==> src/rtl/dma_pkg.sv <==
// Shared types and constants for the DMA chunk scheduler.
package dma_pkg;

  typedef enum logic [2:0] {
    ST_IDLE   = 3'd0,
    ST_CHECK  = 3'd1,
    ST_CALC   = 3'd2,
    ST_LAUNCH = 3'd3,
    ST_WAIT   = 3'd4,
    ST_DONE   = 3'd5,
    ST_ERR    = 3'd6
  } dma_state_e;

  localparam int unsigned DMA_BOUNDARY  = 4096;
  localparam int unsigned DMA_MAX_CHUNK = 1024;
  localparam logic [1:0]  ALIGN_MASK    = 2'b11;

endpackage

==> src/rtl/dma_chunk_calc.sv <==
// Combinational chunk length: min of remaining bytes, max chunk size and the
// distance of source and destination to their next burst boundary.
module dma_chunk_calc #(
  parameter int unsigned LEN_W     = 32,
  parameter int unsigned OFF_W     = 12,
  parameter int unsigned MAX_CHUNK = 1024,
  parameter int unsigned BOUNDARY  = 4096
) (
  input  logic [LEN_W-1:0] i_remaining,
  input  logic [OFF_W-1:0] i_src_off,
  input  logic [OFF_W-1:0] i_dst_off,
  output logic [LEN_W-1:0] o_chunk_c
);

  localparam int unsigned CW = LEN_W + 1;

  logic [CW-1:0] rem_w;
  logic [CW-1:0] max_w;
  logic [CW-1:0] src_gap;
  logic [CW-1:0] dst_gap;
  logic [CW-1:0] min_a;
  logic [CW-1:0] min_b;
  logic [CW-1:0] min_all;
  logic          unused_msb;

  always_comb begin
    rem_w      = CW'(i_remaining);
    max_w      = CW'(MAX_CHUNK);
    src_gap    = CW'(BOUNDARY) - CW'(i_src_off);
    dst_gap    = CW'(BOUNDARY) - CW'(i_dst_off);
    min_a      = (rem_w < max_w) ? rem_w : max_w;
    min_b      = (src_gap < dst_gap) ? src_gap : dst_gap;
    min_all    = (min_a < min_b) ? min_a : min_b;
    // Result never exceeds i_remaining, so the extra bit is always zero.
    o_chunk_c  = min_all[LEN_W-1:0];
    unused_msb = min_all[CW-1];
  end

endmodule

==> src/rtl/dma_chunk_scheduler.sv <==
// Single-channel DMA sequencer: splits one copy command into boundary-safe chunks
// and drives the read/write masters. Optional counters under DMA_SCHED_PERF_EN.
module dma_chunk_scheduler
  import dma_pkg::*;
#(
  parameter int unsigned ADDR_W    = 32,
  parameter int unsigned LEN_W     = 32,
  parameter int unsigned MAX_CHUNK = DMA_MAX_CHUNK,
  parameter int unsigned BOUNDARY  = DMA_BOUNDARY
) (
  input  logic              clk,
  input  logic              reset_n,
  input  logic              i_start,
  input  logic [ADDR_W-1:0] i_src_addr,
  input  logic [ADDR_W-1:0] i_dst_addr,
  input  logic [LEN_W-1:0]  i_total_len,
  input  logic              i_irq_clr,
  output logic              o_busy,
  output logic              o_done,
  output logic              o_error,
  output logic              o_irq,
  output logic              o_rd_start,
  output logic [ADDR_W-1:0] o_rd_addr,
  output logic [LEN_W-1:0]  o_rd_len,
  input  logic              i_rd_done,
  input  logic              i_rd_err,
  output logic              o_wr_start,
  output logic [ADDR_W-1:0] o_wr_addr,
  output logic [LEN_W-1:0]  o_wr_len,
  input  logic              i_wr_done,
  input  logic              i_wr_err
`ifdef DMA_SCHED_PERF_EN
  ,
  output logic [31:0]       o_cycle_cnt,
  output logic [15:0]       o_chunk_cnt
`endif
);

  localparam int unsigned OFF_W = $clog2(BOUNDARY);

  dma_state_e        state_q, state_d;
  logic [ADDR_W-1:0] src_q, src_d;
  logic [ADDR_W-1:0] dst_q, dst_d;
  logic [LEN_W-1:0]  rem_q, rem_d;
  logic              rd_seen_q, rd_seen_d;
  logic              wr_seen_q, wr_seen_d;
  logic              busy_q, busy_d;
  logic              done_q, done_d;
  logic              error_q, error_d;
  logic              irq_q, irq_d;
  logic              start_q, start_d;
  logic [ADDR_W-1:0] rd_addr_q, rd_addr_d;
  logic [ADDR_W-1:0] wr_addr_q, wr_addr_d;
  logic [LEN_W-1:0]  len_q, len_d;
  logic [LEN_W-1:0]  chunk_c;
  logic              rd_eff, wr_eff, err_in, accept, advance;

  dma_chunk_calc #(
    .LEN_W     (LEN_W),
    .OFF_W     (OFF_W),
    .MAX_CHUNK (MAX_CHUNK),
    .BOUNDARY  (BOUNDARY)
  ) u_calc (
    .i_remaining (rem_q),
    .i_src_off   (src_q[OFF_W-1:0]),
    .i_dst_off   (dst_q[OFF_W-1:0]),
    .o_chunk_c   (chunk_c)
  );

  assign rd_eff  = rd_seen_q | i_rd_done;
  assign wr_eff  = wr_seen_q | i_wr_done;
  assign err_in  = i_rd_err | i_wr_err;
  assign accept  = (state_q == ST_IDLE) && i_start;
  assign advance = (state_q == ST_WAIT) && rd_eff && wr_eff && !err_in;

  // State register
  always_ff @(posedge clk) begin
    if (!reset_n) state_q <= ST_IDLE;
    else          state_q <= state_d;
  end

  // Next-state logic; a master error in any busy state overrides everything
  always_comb begin
    state_d = state_q;
    unique case (state_q)
      ST_IDLE:   if (i_start) state_d = ST_CHECK;
      ST_CHECK: begin
        if ((rem_q == '0) || ((src_q[1:0] & ALIGN_MASK) != 2'b00) ||
            ((dst_q[1:0] & ALIGN_MASK) != 2'b00) || ((rem_q[1:0] & ALIGN_MASK) != 2'b00))
          state_d = ST_ERR;
        else
          state_d = ST_CALC;
      end
      ST_CALC:   state_d = ST_LAUNCH;
      ST_LAUNCH: state_d = ST_WAIT;
      ST_WAIT:   if (rd_eff && wr_eff) state_d = (rem_q == len_q) ? ST_DONE : ST_CALC;
      ST_DONE:   state_d = ST_IDLE;
      ST_ERR:    state_d = ST_IDLE;
      default:   state_d = ST_IDLE;
    endcase
    if (err_in && (state_q inside {ST_CHECK, ST_CALC, ST_LAUNCH, ST_WAIT}))
      state_d = ST_ERR;
  end

  // Output and datapath next values, keyed on the upcoming state
  always_comb begin
    src_d     = src_q;
    dst_d     = dst_q;
    rem_d     = rem_q;
    rd_addr_d = rd_addr_q;
    wr_addr_d = wr_addr_q;
    len_d     = len_q;
    error_d   = error_q;
    irq_d     = irq_q;
    rd_seen_d = (state_d == ST_WAIT) ? rd_eff : 1'b0;
    wr_seen_d = (state_d == ST_WAIT) ? wr_eff : 1'b0;
    busy_d    = state_d inside {ST_CHECK, ST_CALC, ST_LAUNCH, ST_WAIT};
    done_d    = (state_d == ST_DONE);
    start_d   = (state_d == ST_LAUNCH);
    if (accept) begin
      src_d   = i_src_addr;
      dst_d   = i_dst_addr;
      rem_d   = i_total_len;
      error_d = 1'b0;
    end
    if (state_q == ST_CALC) begin
      len_d     = chunk_c;
      rd_addr_d = src_q;
      wr_addr_d = dst_q;
    end
    if (advance) begin
      src_d = src_q + ADDR_W'(len_q);
      dst_d = dst_q + ADDR_W'(len_q);
      rem_d = rem_q - len_q;
    end
    if (state_d == ST_ERR) error_d = 1'b1;
    if ((state_d == ST_DONE) || (state_d == ST_ERR)) irq_d = 1'b1;
    else if (i_irq_clr)                               irq_d = 1'b0;
  end

  always_ff @(posedge clk) begin
    if (!reset_n) begin
      src_q     <= '0;
      dst_q     <= '0;
      rem_q     <= '0;
      rd_seen_q <= 1'b0;
      wr_seen_q <= 1'b0;
      busy_q    <= 1'b0;
      done_q    <= 1'b0;
      error_q   <= 1'b0;
      irq_q     <= 1'b0;
      start_q   <= 1'b0;
      rd_addr_q <= '0;
      wr_addr_q <= '0;
      len_q     <= '0;
    end else begin
      src_q     <= src_d;
      dst_q     <= dst_d;
      rem_q     <= rem_d;
      rd_seen_q <= rd_seen_d;
      wr_seen_q <= wr_seen_d;
      busy_q    <= busy_d;
      done_q    <= done_d;
      error_q   <= error_d;
      irq_q     <= irq_d;
      start_q   <= start_d;
      rd_addr_q <= rd_addr_d;
      wr_addr_q <= wr_addr_d;
      len_q     <= len_d;
    end
  end

  assign o_busy     = busy_q;
  assign o_done     = done_q;
  assign o_error    = error_q;
  assign o_irq      = irq_q;
  assign o_rd_start = start_q;
  assign o_wr_start = start_q;
  assign o_rd_addr  = rd_addr_q;
  assign o_wr_addr  = wr_addr_q;
  assign o_rd_len   = len_q;
  assign o_wr_len   = len_q;

`ifdef DMA_SCHED_PERF_EN
  localparam int unsigned CYC_W = 32;
  localparam int unsigned CHK_W = 16;

  logic [CYC_W-1:0] cycle_cnt_q;
  logic [CHK_W-1:0] chunk_cnt_q;

  // Counters restart per command and freeze once the command ends
  always_ff @(posedge clk) begin
    if (!reset_n) begin
      cycle_cnt_q <= '0;
      chunk_cnt_q <= '0;
    end else if (accept) begin
      cycle_cnt_q <= '0;
      chunk_cnt_q <= '0;
    end else begin
      if (busy_q && (cycle_cnt_q != '1)) cycle_cnt_q <= cycle_cnt_q + CYC_W'(1);
      if (state_q == ST_LAUNCH)          chunk_cnt_q <= chunk_cnt_q + CHK_W'(1);
    end
  end

  assign o_cycle_cnt = cycle_cnt_q;
  assign o_chunk_cnt = chunk_cnt_q;
`endif

endmodule

==> config.mk <==
export PLATFORM = sky130hd
export DESIGN_NAME = dma_chunk_scheduler
export DESIGN_NICKNAME = d
export VERILOG_FILES = /design/src/rtl/dma_pkg.sv /design/src/rtl/dma_chunk_calc.sv /design/src/rtl/dma_chunk_scheduler.sv
export SDC_FILE = /design/constraint.sdc
export NUM_CORES = 1
export LEC_CHECK = 0
export CAP_MARGIN = 20
export CORE_ASPECT_RATIO = 2
export CORE_UTILIZATION = 40
export DETAILED_ROUTE_END_ITERATION = 16
export GPL_TIMING_DRIVEN = 0
export PLACE_DENSITY = 0.65
export RECOVER_POWER = 100
export SLEW_MARGIN = 25
export SYNTH_ARGS = -nofsm -noshare
export SYNTH_HDL_FRONTEND = slang
export SYNTH_SLANG_ARGS = --single-unit
==> constraint.sdc <==
create_clock -name clk -period 6.4 [get_ports clk]
set_input_delay 1.28 -clock clk [delete_from_list [all_inputs] [get_ports clk]]
set_output_delay 1.28 -clock clk [all_outputs]
set_load 0.01 [all_outputs]
; After elaboration in Yosys (flattened, before gate mapping)
; Cells that the tools add are included.
[totals]
ramBits = 0
inputBits = 104
mem_count = 0
ff_bits = 202
out_inout_bits = 134
latchBits = 0
rom_bits = 0
wordCells = 77
[classes]
shifts = 0
n_div = 0
reduce_logical = 22
n_bitwise = 3
magnitude_cmp = 3
n_mul = 0
n_addsub = 5
eq_ne = 11
mux = 19
[op_table]
columns = op, n
row1 = 2-to-1 mux 32 bit, 8
row2 = adder 32 bit, 2
row3 = less-than comparator 32 x 33 -> 1 bit, 1
row4 = less-than comparator 33 bit, 1
row5 = 2-to-1 mux 33 bit, 1
row6 = equality test 32 bit, 1
row7 = logical NOT 32 bit, 1
row8 = less-than comparator 32 x 11 -> 1 bit (second input constant), 1
row9 = subtractor 32 bit, 1
row10 = subtractor 13 x 12 -> 14 bit (first input constant), 2
row11 = 2-to-1 mux 3 bit, 5
row12 = one-hot mux 3 bit (5 select lines), 1
row13 = equality test 3 x 2 -> 1 bit (second input constant), 4
row14 = equality test 3 bit (second input constant), 4
row15 = nonzero test 2 bit, 6
row16 = nonzero test 4 bit, 2
row17 = equality test 3 x 1 -> 1 bit (second input constant), 2
row18 = logical AND 1 bit, 6
row19 = logical OR 1 bit, 4
row20 = 2-to-1 mux 1 bit, 4
row21 = logical NOT 3 bit, 1
row22 = OR 1 bit, 3
row23 = AND reduction 2 bit, 1
row24 = logical NOT 1 bit, 1

; Logic depth before layout (Yosys ltp)
; Gate-level depths: netlist of the first run.
[depth]
depth_word = 10
mapped_depth = 24
mapped_depth_nobuf = 22

; Hierarchy
; From an unflattened synthesis of the first run, not the netlist that was laid out.
[unflattened]
hier_cells = 1981
area_unflattened_um2 = 14899.3
[modules_own_cells]
columns = mod, cells_each, instances, area_each_um2, seq_area_each_um2
row1 = dma_chunk_scheduler, 1758, 1, 13307.8, 4043.9
row2 = dma_chunk_calc, 223, 1, 1591.5, 0.0

; Least setup slack after synthesis of the first run
; Ideal clock, no wire load.
[synth_timing]
path_type = register -> register
from = register dst_q[4]
to = register len_q[3] (netlist: o_rd_len[3])
t_required_ns = 6.327
setup_time_ns = 0.073
arrival_time_ns = 4.737
path_stages_with_launch = 23
setup_slack_ns = 1.590
n_path_buf = 2
synth_period_minus_slack_ns = 4.810
cell_sequence = dfxtp_1 -> clkbuf_1 -> or4_1 -> nor4_1 -> nor2b_1 -> xnor2_1 -> inv_1 -> ha_1 -> nand3_1 -> or2_2 -> a31oi_4 -> mux2_2 -> ha_1 -> a21o_1 -> a21o_1 -> a21oi_1 -> and2_1 -> o21ai_0 -> a21boi_0 -> a31oi_4 -> buf_4 -> and3_1 -> nor3_2
[synth_via]
elab_chain_cells = 5
[synth_lines]
columns = element, line_no
row1 = "start, declared", dma_chunk_scheduler.sv:43  ; logic [ADDR_W-1:0] dst_q, dst_d;
row2 = "start signal, assigned", dma_chunk_scheduler.sv:158  ; dst_q <= dst_d;
row3 = subtractor 13 x 12 -> 14 bit (*), dma_chunk_calc.sv:30  ; dst_gap = CW'(BOUNDARY) - CW'(i_dst_off);
row4 = less-than comparator 33 bit, dma_chunk_calc.sv:32  ; min_b = (src_gap < dst_gap) ? src_gap : dst_gap;
row5 = 2-to-1 mux 33 bit (*), dma_chunk_calc.sv:32
row6 = less-than comparator 32 x 33 -> 1 bit, dma_chunk_calc.sv:33  ; min_all = (min_a < min_b) ? min_a : min_b;
row7 = 2-to-1 mux 32 bit (*), dma_chunk_calc.sv:33
row8 = "end signal, assigned", dma_chunk_scheduler.sv:169  ; len_q <= len_d;
row9 = "end, declared", dma_chunk_scheduler.sv:54  ; logic [LEN_W-1:0] len_q, len_d;
; Every way passes the cells marked *; elsewhere a longest branch is shown, timed or not.
; A chain may end at the register's enable or synchronous reset.

; Worst setup path in the final report of the first run
[layout_timing]
from = register dst_q[4]
to = register len_q[11] (netlist: o_rd_len[11])
; The elaborated chain is that of the path after synthesis.

==> run summary, run 1 <==
YOSYS
----------------------------------------------------------------------------------------------------
Synth warn ............................................................................            0
Area share of the largest cell type after synthesis ...................................        28.7%
Gate count of the mapped netlist ......................................................        1,748
Top FF cell, synth .................................................................... sky130_fd_sc_hd__dfxtp_1
Synth Area per Inst ...................................................................   8.07 sq um
Flip-flop and latch count after synthesis .............................................          202
Proportion of register bits with asynchronous set or reset after synthesis ............           0%
Post-synth top area cell .............................................................. sky130_fd_sc_hd__dfxtp_1
Top cells by area in the synthesized netlist .......................................... sky130_fd_sc_hd__dfxtp_1, sky130_fd_sc_hd__ha_1, sky130_fd_sc_hd__a21oi_1
Number of different library cells in the post-synthesis netlist .......................           73
Sequential area share after synthesis .................................................        28.7%
Cell area after synthesis ............................................................. 14,100 sq um
Count of flip-flops with a built-in enable after synthesis ............................            0

CLOCK TREE
----------------------------------------------------------------------------------------------------
Clock-pin slew reported for the worst setup and hold paths after clock tree synthesis .      0.06 ns
CTS Hold Bufs .........................................................................            0
# clock sinks .........................................................................          202
Number of clock buffers inserted by TritonCTS .........................................           22
Clock Root Buffer ..................................................................... sky130_fd_sc_hd__clkbuf_16
CTS H-Tree Depth ......................................................................            1
Resize count post-CTS .................................................................            0
Setup repair bufs after CTS ...........................................................            0
Maximum root-to-sink buffer count .....................................................            3
CTS tree ..............................................................................          yes
Clock insertion delay at the later pin of the skew report .............................      0.53 ns

POWER AND IR DROP
----------------------------------------------------------------------------------------------------
Fraction of power spent switching nets ................................................        47.7%
Cell-internal power ...................................................................      4.19 mW
Peak VDD IR ...........................................................................     0.287 mV
P per Cell Area .......................................................................  452 nW/um^2
Comb pwr share ........................................................................        60.9%
Leakage power of the design ...........................................................      7.84 nW
Net Sw Power ..........................................................................      3.83 mW
Sequential share of power .............................................................        22.8%
Clock power frac ......................................................................        16.4%

STA
----------------------------------------------------------------------------------------------------
Final worst path period need ..........................................................      6.14 ns
Fin. Hold Viols .......................................................................            0
Final slew viol count .................................................................            0
Worst setup skew after layout .........................................................    0.0126 ns
Tightest hold margin ..................................................................     0.450 ns
Upper clock frequency limit ...........................................................      163 MHz
Share of the clock period used by the worst path ......................................        96.0%
Setup violations, final ...............................................................            0
Total negative slack for setup checks .................................................         0 ns
Max transition margin .................................................................        27.6%
Worst path setup slack after routing ..................................................     0.255 ns
Least-Margin Pin Slew .................................................................      1.09 ns
Unrepaired setup endpoints after global routing .......................................           no

FINAL LAYOUT
----------------------------------------------------------------------------------------------------
Most common cell after layout, fill and taps aside .................................... sky130_fd_sc_hd__nand2_1
Final core occ ........................................................................        51.4%
Fraction of layout instances using a drive strength above 1 ...........................        5.93%
Filler instances ......................................................................        3,408
Most frequent cells in the layout ..................................................... sky130_fd_sc_hd__nand2_1, sky130_fd_sc_hd__dfxtp_1, sky130_fd_sc_hd__a21oi_1
Final instance area ................................................................... 17,700 sq um
Total number of nets in the final design ..............................................        2,237
Area delta synth->final ...............................................................        25.7%

FLOORPLAN
----------------------------------------------------------------------------------------------------
Rows ..................................................................................           96
Num ports .............................................................................          238
Die X .................................................................................  135 microns
Area enclosed by the die boundary ..................................................... 36,100 sq um
Core area ............................................................................. 34,500 sq um
Initial core utilization ..............................................................        40.9%
Die Y-Extent ..........................................................................  268 microns

WORST SETUP PATH
----------------------------------------------------------------------------------------------------
Required time worst endpoint ..........................................................      6.78 ns
Source of the worst register-to-register timing path ..................................     dst_q[4]
Buf/Inv on CP .........................................................................            4
Largest stage delay on the critical path ..............................................      0.64 ns
Endpoint type of the worst setup path .................................................    flip-flop
Endpoint arrival time on the critical path ............................................      6.53 ns
Max stage delay cell, worst path ...................................................... sky130_fd_sc_hd__or4_1
Element type at the critical path start ...............................................    flip-flop
Critical R2R Capture .................................................................. o_rd_len[11]
Worst R2R Setup Slack .................................................................      0.26 ns
Category of cells accounting for the largest share of critical-path delay ............. compound AO/OA/AOI/OAI gates
Cell-by-cell trace of the critical path ............................................... clkbuf_1 -> or4_1 -> nor4_1 -> nor2b_1 -> xnor2_1 -> inv_1 -> ha_1 -> nand3_1 -> nor2_1 -> o211ai_1 -> a31oi_4 -> buf_4 -> nor3_1 -> a31oi_1 -> ha_1 -> a21o_1 -> a21o_1 -> a21oi_1 -> o21ai_0 -> a21boi_0 -> a31oi_4 -> clkbuf_2 -> a22oi_1 -> nor2_1
Cell depth of the worst flop-to-flop path .............................................           24
Type of the setup path with the least slack ........................................... flip-flop to flip-flop
Maximum fanout along the worst path ...................................................           10

ROUTING
----------------------------------------------------------------------------------------------------
Wire length reported by the detailed router ...........................................      60.5 mm
Number of vias in the routed layout ...................................................       14,400
Per-cell routed wire length ........................................................... 24.5 microns
Number of optimization iterations in the first detailed-route pass ....................            5
Detailed Route Iter0 Violations .......................................................          762
Remaining number of nets flagged by the antenna check after routing ...................            0
Number of design rule violations left after detail routing ............................            0
Via-per-instance ratio ................................................................         5.84

WORST HOLD PATH
----------------------------------------------------------------------------------------------------
Hold Startpoint ....................................................................... o_rd_addr[18]
Type of the tightest min-delay check .................................................. flip-flop to flip-flop
Worst Hold End ........................................................................ o_rd_addr[18]
Number of instances on the worst hold path ............................................            2

GRT
----------------------------------------------------------------------------------------------------
Remaining Overflow, GRT ...............................................................            0
Maximum number of pins on one net before global-route repair ..........................           15
Initial antenna violation count .......................................................            0
Wire length of the first global-routing pass ..........................................      88.0 mm
Total global-route track usage ........................................................        33.5%
Vias in the first global route ........................................................       14,500

OUTCOME
----------------------------------------------------------------------------------------------------
Outcome ............................................................................... finished, final reports clean

PLACEMENT
----------------------------------------------------------------------------------------------------
Port Buf Inserts ......................................................................          237
Pre-CTS setup slack ...................................................................     0.361 ns
Routability congestion estimate .......................................................        0.937
Post-DP Area .......................................................................... 17,000 sq um
DP Wirelength .........................................................................      48.3 mm

FLOW RUN
----------------------------------------------------------------------------------------------------
Count of maximum capacitance violations ...............................................            0

[worst max-delay path by stage]
stage                   from            to  slack [ns]  cells past startpoint
detailed placement  dst_q[4]   o_rd_len[5]        0.36                     24
global placement    dst_q[4]  o_rd_len[11]        0.38                     24
floorplan           dst_q[4]   o_rd_len[3]        1.59                     22
CTS                 dst_q[4]   o_rd_len[5]        0.34                     24
finish              dst_q[4]  o_rd_len[11]        0.26                     24
global route        dst_q[4]   o_rd_len[9]        0.05                     24
[worst min-delay path: cells and delay by family (launching register included)]
family / cells / cell delay [ns]
AOI/OAI and AO/OA: 1 / 0.05
DFF: 1 / 0.30
and+or+nand+nor: 1 / 0.05
[power by group through the flow]
stage                     Clock, mW  Combinational [mW]  Sequential, mW
after floorplan                   0                3.31            1.71
after CTS                      1.33                4.88            1.82
after global routing           1.37                5.26            1.84
final                          1.31                4.88            1.82
after global placement            0                4.82            1.84
after detailed placement          0                4.86            1.85
[synth_stat cells, types with 6 or more instances]
cell and number:
sky130_fd_sc_hd__a31oi_1 16, sky130_fd_sc_hd__nand4_1 13, sky130_fd_sc_hd__o211ai_1 18, sky130_fd_sc_hd__buf_2 6
sky130_fd_sc_hd__o21ai_0 65, sky130_fd_sc_hd__a21o_1 67, sky130_fd_sc_hd__clkbuf_1 72, sky130_fd_sc_hd__a211oi_1 62
sky130_fd_sc_hd__inv_1 65, sky130_fd_sc_hd__and2_1 19, sky130_fd_sc_hd__buf_1 7, sky130_fd_sc_hd__xor2_1 41
sky130_fd_sc_hd__nand2_1 209, sky130_fd_sc_hd__a22oi_1 6, sky130_fd_sc_hd__nor2_1 116, sky130_fd_sc_hd__a21oi_1 165
sky130_fd_sc_hd__o21bai_1 12, sky130_fd_sc_hd__nor3_1 52, sky130_fd_sc_hd__mux2i_1 75, sky130_fd_sc_hd__dfxtp_1 202
sky130_fd_sc_hd__ha_1 120, sky130_fd_sc_hd__or2_2 10, sky130_fd_sc_hd__nand3_1 25, sky130_fd_sc_hd__nor2b_1 15
sky130_fd_sc_hd__nand2b_1 11, sky130_fd_sc_hd__xnor2_1 50, sky130_fd_sc_hd__o21a_1 15, sky130_fd_sc_hd__buf_4 36
sky130_fd_sc_hd__nor4_1 18, sky130_fd_sc_hd__mux2_2 20, sky130_fd_sc_hd__nand3b_1 6, sky130_fd_sc_hd__and3_1 30
sky130_fd_sc_hd__o22ai_1 7, sky130_fd_sc_hd__nor3_2 6, sky130_fd_sc_hd__a2111oi_0 6
[kinds of logic (layout without fill, tap and decap cells)]
logic type | after synthesis | count (layout) | share of synthesized area [%]
AOI/OAI and AO/OA | 497 | 497 | 23.1
xor gates and xnor gates | 91 | 91 | 5.65
adders and majority gates | 124 | 124 | 11.1
buffers and inverters | 187 | 463 | 5.99
DFF | 202 | 202 | 28.7
muxes | 95 | 95 | 6.92
other | 1 | 3 | 0.0266
and+or+nand+nor | 551 | 551 | 18.5
[area by class of cell]
type	instances	area, sq um	share of cell area (%)
multi-input cells	1360	9220	52.0
well taps	441	552	3.11
repair buffers	237	2370	13.4
clock inverters	9	78.8	0.445
flip-flops and latches	202	4040	22.8
plain buffers	121	587	3.31
diodes	1	2.50	0.0141
clock buffers	30	632	3.56
inverters	66	248	1.40
[metrics by stage]
step                cells  power (mW)
global route         2466        8.47
detailed placement   2427        6.70
finish               2467        8.02
CTS                  2466        8.03
floorplan            1749        5.02
global placement     2427        6.66
[routing by layer]
layer	GRT usage [%]	wire (microns)	part of all wire (%)	vias to the layer above
li1	-	-	-	6794
met1	31.4	20300	34	6822
met2	63.1	31700	52	565
met3	3.58	2650	4.4	216
met4	29.4	5940	9.8	0
met5	0	0	0	-
[sequential cells by signal (all words and copies together) (netlist names), 3 cells and up]
| register | cells |
|---|---|
| o_wr_addr | 32 |
| dst_q | 32 |
| o_rd_len | 32 |
| src_q | 32 |
| state_q | 3 |
| rem_q | 32 |
| o_rd_addr | 32 |
(Power assumes the default switching activity.)
==> run 2: changes to the inputs <==
==> constraint.sdc (replaced) <==
create_clock -name clk -period 7.4 [get_ports clk]
set_input_delay 1.48 -clock clk [delete_from_list [all_inputs] [get_ports clk]]
set_output_delay 1.48 -clock clk [all_outputs]
set_load 0.01 [all_outputs]
==> run summary, run 2 (synthesis gave the netlist of run 1 again) <==
OUTCOME
----------------------------------------------------------------------------------------------------
Outcome ............................................................................... finished, final reports clean

FINAL LAYOUT
----------------------------------------------------------------------------------------------------
Area used by multi-input combinational logic ..........................................   9210 sq um   about the same
Filler instances ......................................................................        3,407   -0.029%
Total number of nets in the final design ..............................................        2,237   unchanged
Final instance area ................................................................... 17,700 sq um   about the same
Area delta synth->final ...............................................................        25.7%   about the same
Fraction of layout instances using a drive strength above 1 ...........................        5.88%   -0.049 points
Most frequent cells in the layout ..................................................... sky130_fd_sc_hd__nand2_1, sky130_fd_sc_hd__dfxtp_1, sky130_fd_sc_hd__a21oi_1
Most common cell after layout, fill and taps aside .................................... sky130_fd_sc_hd__nand2_1
FF/Latch Area .........................................................................   4040 sq um   unchanged

ROUTING
----------------------------------------------------------------------------------------------------
Number of design rule violations left after detail routing ............................            0   unchanged
Wire length reported by the detailed router ...........................................      60.6 mm   about the same
Remaining number of nets flagged by the antenna check after routing ...................            0   unchanged
Number of vias in the routed layout ...................................................       14,400   +0.24%
Detailed Route Iter0 Violations .......................................................          753   -1.2%
Per-cell routed wire length ........................................................... 24.6 microns   about the same
Number of optimization iterations in the first detailed-route pass ....................            6   +1
Via-per-instance ratio ................................................................         5.85   +0.24%

CLOCK TREE
----------------------------------------------------------------------------------------------------
Number of clock buffers inserted by TritonCTS .........................................           22   unchanged
Maximum root-to-sink buffer count .....................................................            3   unchanged
Clock Root Buffer ..................................................................... sky130_fd_sc_hd__clkbuf_16
# clock sinks .........................................................................          202   unchanged
Clock insertion delay at the later pin of the skew report .............................      0.53 ns   about the same
Resize count post-CTS .................................................................            0   unchanged
Clock-pin slew reported for the worst setup and hold paths after clock tree synthesis .      0.06 ns   about the same
Setup repair bufs after CTS ...........................................................            0   unchanged
CTS H-Tree Depth ......................................................................            1   unchanged
CTS Hold Bufs .........................................................................            0   unchanged
CTS tree ..............................................................................          yes

POWER AND IR DROP
----------------------------------------------------------------------------------------------------
Leakage power of the design ...........................................................      7.84 nW   about the same
P per Cell Area .......................................................................  390 nW/um^2   -14%
Final Total Pwr .......................................................................      6.91 mW   -14%
Peak VDD IR ...........................................................................     0.236 mV   -18%

STA
----------------------------------------------------------------------------------------------------
Tightest hold margin ..................................................................     0.450 ns   -0.0000290 ns
Share of the clock period used by the worst path ......................................        90.0%   -6.0 points
Max transition margin .................................................................        27.8%   +0.26 points
Fin. Hold Viols .......................................................................            0   unchanged
Least-Margin Pin Slew .................................................................      1.08 ns   -0.00385 ns
Setup violations, final ...............................................................            0   unchanged
Final slew viol count .................................................................            0   unchanged
Total negative slack for setup checks .................................................         0 ns   unchanged
Worst setup skew after layout .........................................................    0.0127 ns   +0.0000263 ns
Unrepaired setup endpoints after global routing .......................................           no
Upper clock frequency limit ...........................................................      150 MHz   -7.8%
Final worst path period need ..........................................................      6.66 ns   +0.518 ns

FLOORPLAN
----------------------------------------------------------------------------------------------------
Die Y-Extent ..........................................................................  268 microns   unchanged
Rows ..................................................................................           96   unchanged
Num ports .............................................................................          238   unchanged
Initial core utilization ..............................................................        40.9%   unchanged
Core area ............................................................................. 34,500 sq um   unchanged
Area enclosed by the die boundary ..................................................... 36,100 sq um   unchanged
Die X .................................................................................  135 microns   unchanged

WORST SETUP PATH
----------------------------------------------------------------------------------------------------
Largest stage delay on the critical path ..............................................      0.83 ns   +0.19 ns
Max stage delay cell, worst path ...................................................... sky130_fd_sc_hd__a31oi_1
Element type at the critical path start ...............................................    flip-flop
Endpoint arrival time on the critical path ............................................      7.05 ns   +0.52 ns
Maximum fanout along the worst path ...................................................           10   unchanged
Required time worst endpoint ..........................................................      7.78 ns   +1.00 ns
Endpoint type of the worst setup path .................................................    flip-flop
Cell-by-cell trace of the critical path ............................................... clkbuf_1 -> or4_1 -> nor4_1 -> nor2b_1 -> xnor2_1 -> inv_1 -> ha_1 -> nand3_1 -> or2_2 -> a31oi_1 -> buf_4 -> nor3_1 -> a31oi_1 -> ha_1 -> a21o_1 -> a21o_1 -> a21oi_1 -> o21ai_0 -> a21boi_0 -> a31oi_4 -> clkbuf_1 -> a22oi_1 -> nor2_1
Type of the setup path with the least slack ........................................... flip-flop to flip-flop

PLACEMENT
----------------------------------------------------------------------------------------------------
Post-DP Area .......................................................................... 17,000 sq um   unchanged
DP Wirelength .........................................................................      48.3 mm   unchanged
Port Buf Inserts ......................................................................          237   unchanged
Routability congestion estimate .......................................................        0.937   unchanged

GRT
----------------------------------------------------------------------------------------------------
Total global-route track usage ........................................................        33.5%   unchanged
Maximum number of pins on one net before global-route repair ..........................           15   unchanged
Vias in the first global route ........................................................       14,500   unchanged
Initial antenna violation count .......................................................            0   unchanged
Wire length of the first global-routing pass ..........................................      88.0 mm   unchanged
Remaining Overflow, GRT ...............................................................            0   unchanged

FLOW RUN
----------------------------------------------------------------------------------------------------
Count of maximum capacitance violations ...............................................            0   unchanged

WORST HOLD PATH
----------------------------------------------------------------------------------------------------
Type of the tightest min-delay check .................................................. flip-flop to flip-flop

## run 2: cell types whose count changed in the layout (fill, tap and decap cells not counted), sizes merged
cell,change
buf,-1
clkbuf,+1
## run 2: power breakdown
group,internal (mW),switching (mW)
Combinational,1.69,2.51
Sequential,1.28,0.296
Clock,0.635,0.502
## run 2: layout make-up
class,instances,share of cell area [%]
diodes,1,0.0141
repair buffers,237,13.4
clock inverters,9,0.445
well taps,441,3.11
multi-input cells,1360,52.0
clock buffers,30,3.57
flip-flops and latches,202,22.8
inverters,66,1.40
plain buffers,121,3.28
## run 2: final timing paths
path	slack, ns	cells after the start	from	end
worst max register to register	0.74	23	dst_q[4]	o_rd_len[11]
worst min register to register	0.45	2	o_rd_addr[18]	o_rd_addr[18]
worst max-delay path	0.74	23	dst_q[4]	o_rd_len[11]
worst min-delay path	0.45	2	o_rd_addr[18]	o_rd_addr[18]
## run 2: routing by layer
| layer | vias up | track usage [%] | share of wire (%) | wire [microns] |
|---|---|---|---|---|
| li1 | 6806 | - | - | - |
| met1 | 6819 | 31.4 | 33 | 20100 |
| met2 | 594 | 63.1 | 52 | 31600 |
| met5 | - | 0 | 0 | 0 |
| met3 | 212 | 3.58 | 4.8 | 2910 |
| met4 | 0 | 29.4 | 9.8 | 5940 |
## run 2: worst max-delay path, delay by kind of cell, from the launching register on
family | cells | cell delay [ns]
AOI/OAI and AO/OA | 9 | 2.83
xor gates and xnor gates | 1 | 0.16
adders and majority gates | 2 | 0.67
buffers and inverters | 4 | 0.93
DFF | 1 | 0.33
and+or+nand+nor | 7 | 1.59
## run 2: per-stage QoR
step,setup WS [ns],cells,util [%]
final,0.737,2467,51.4
after global routing,0.545,2466,51.4
after CTS,1.34,2466,51.5
after detailed placement,1.36,2427,49.4
after global placement,1.38,2427,49.4
after floorplan,2.59,1749,-
==> run 3: changes to the inputs <==
--- a/config.mk
+++ b/config.mk
@@ -8,6 +8,7 @@
 export CAP_MARGIN = 20
 export CORE_ASPECT_RATIO = 2
 export CORE_UTILIZATION = 40
+export CTS_CLUSTER_SIZE = 28
 export DETAILED_ROUTE_END_ITERATION = 16
 export GPL_TIMING_DRIVEN = 0
 export PLACE_DENSITY = 0.65
==> results of run 3 <==
The final DEF is identical to that of run 2; final timing and power are the same.
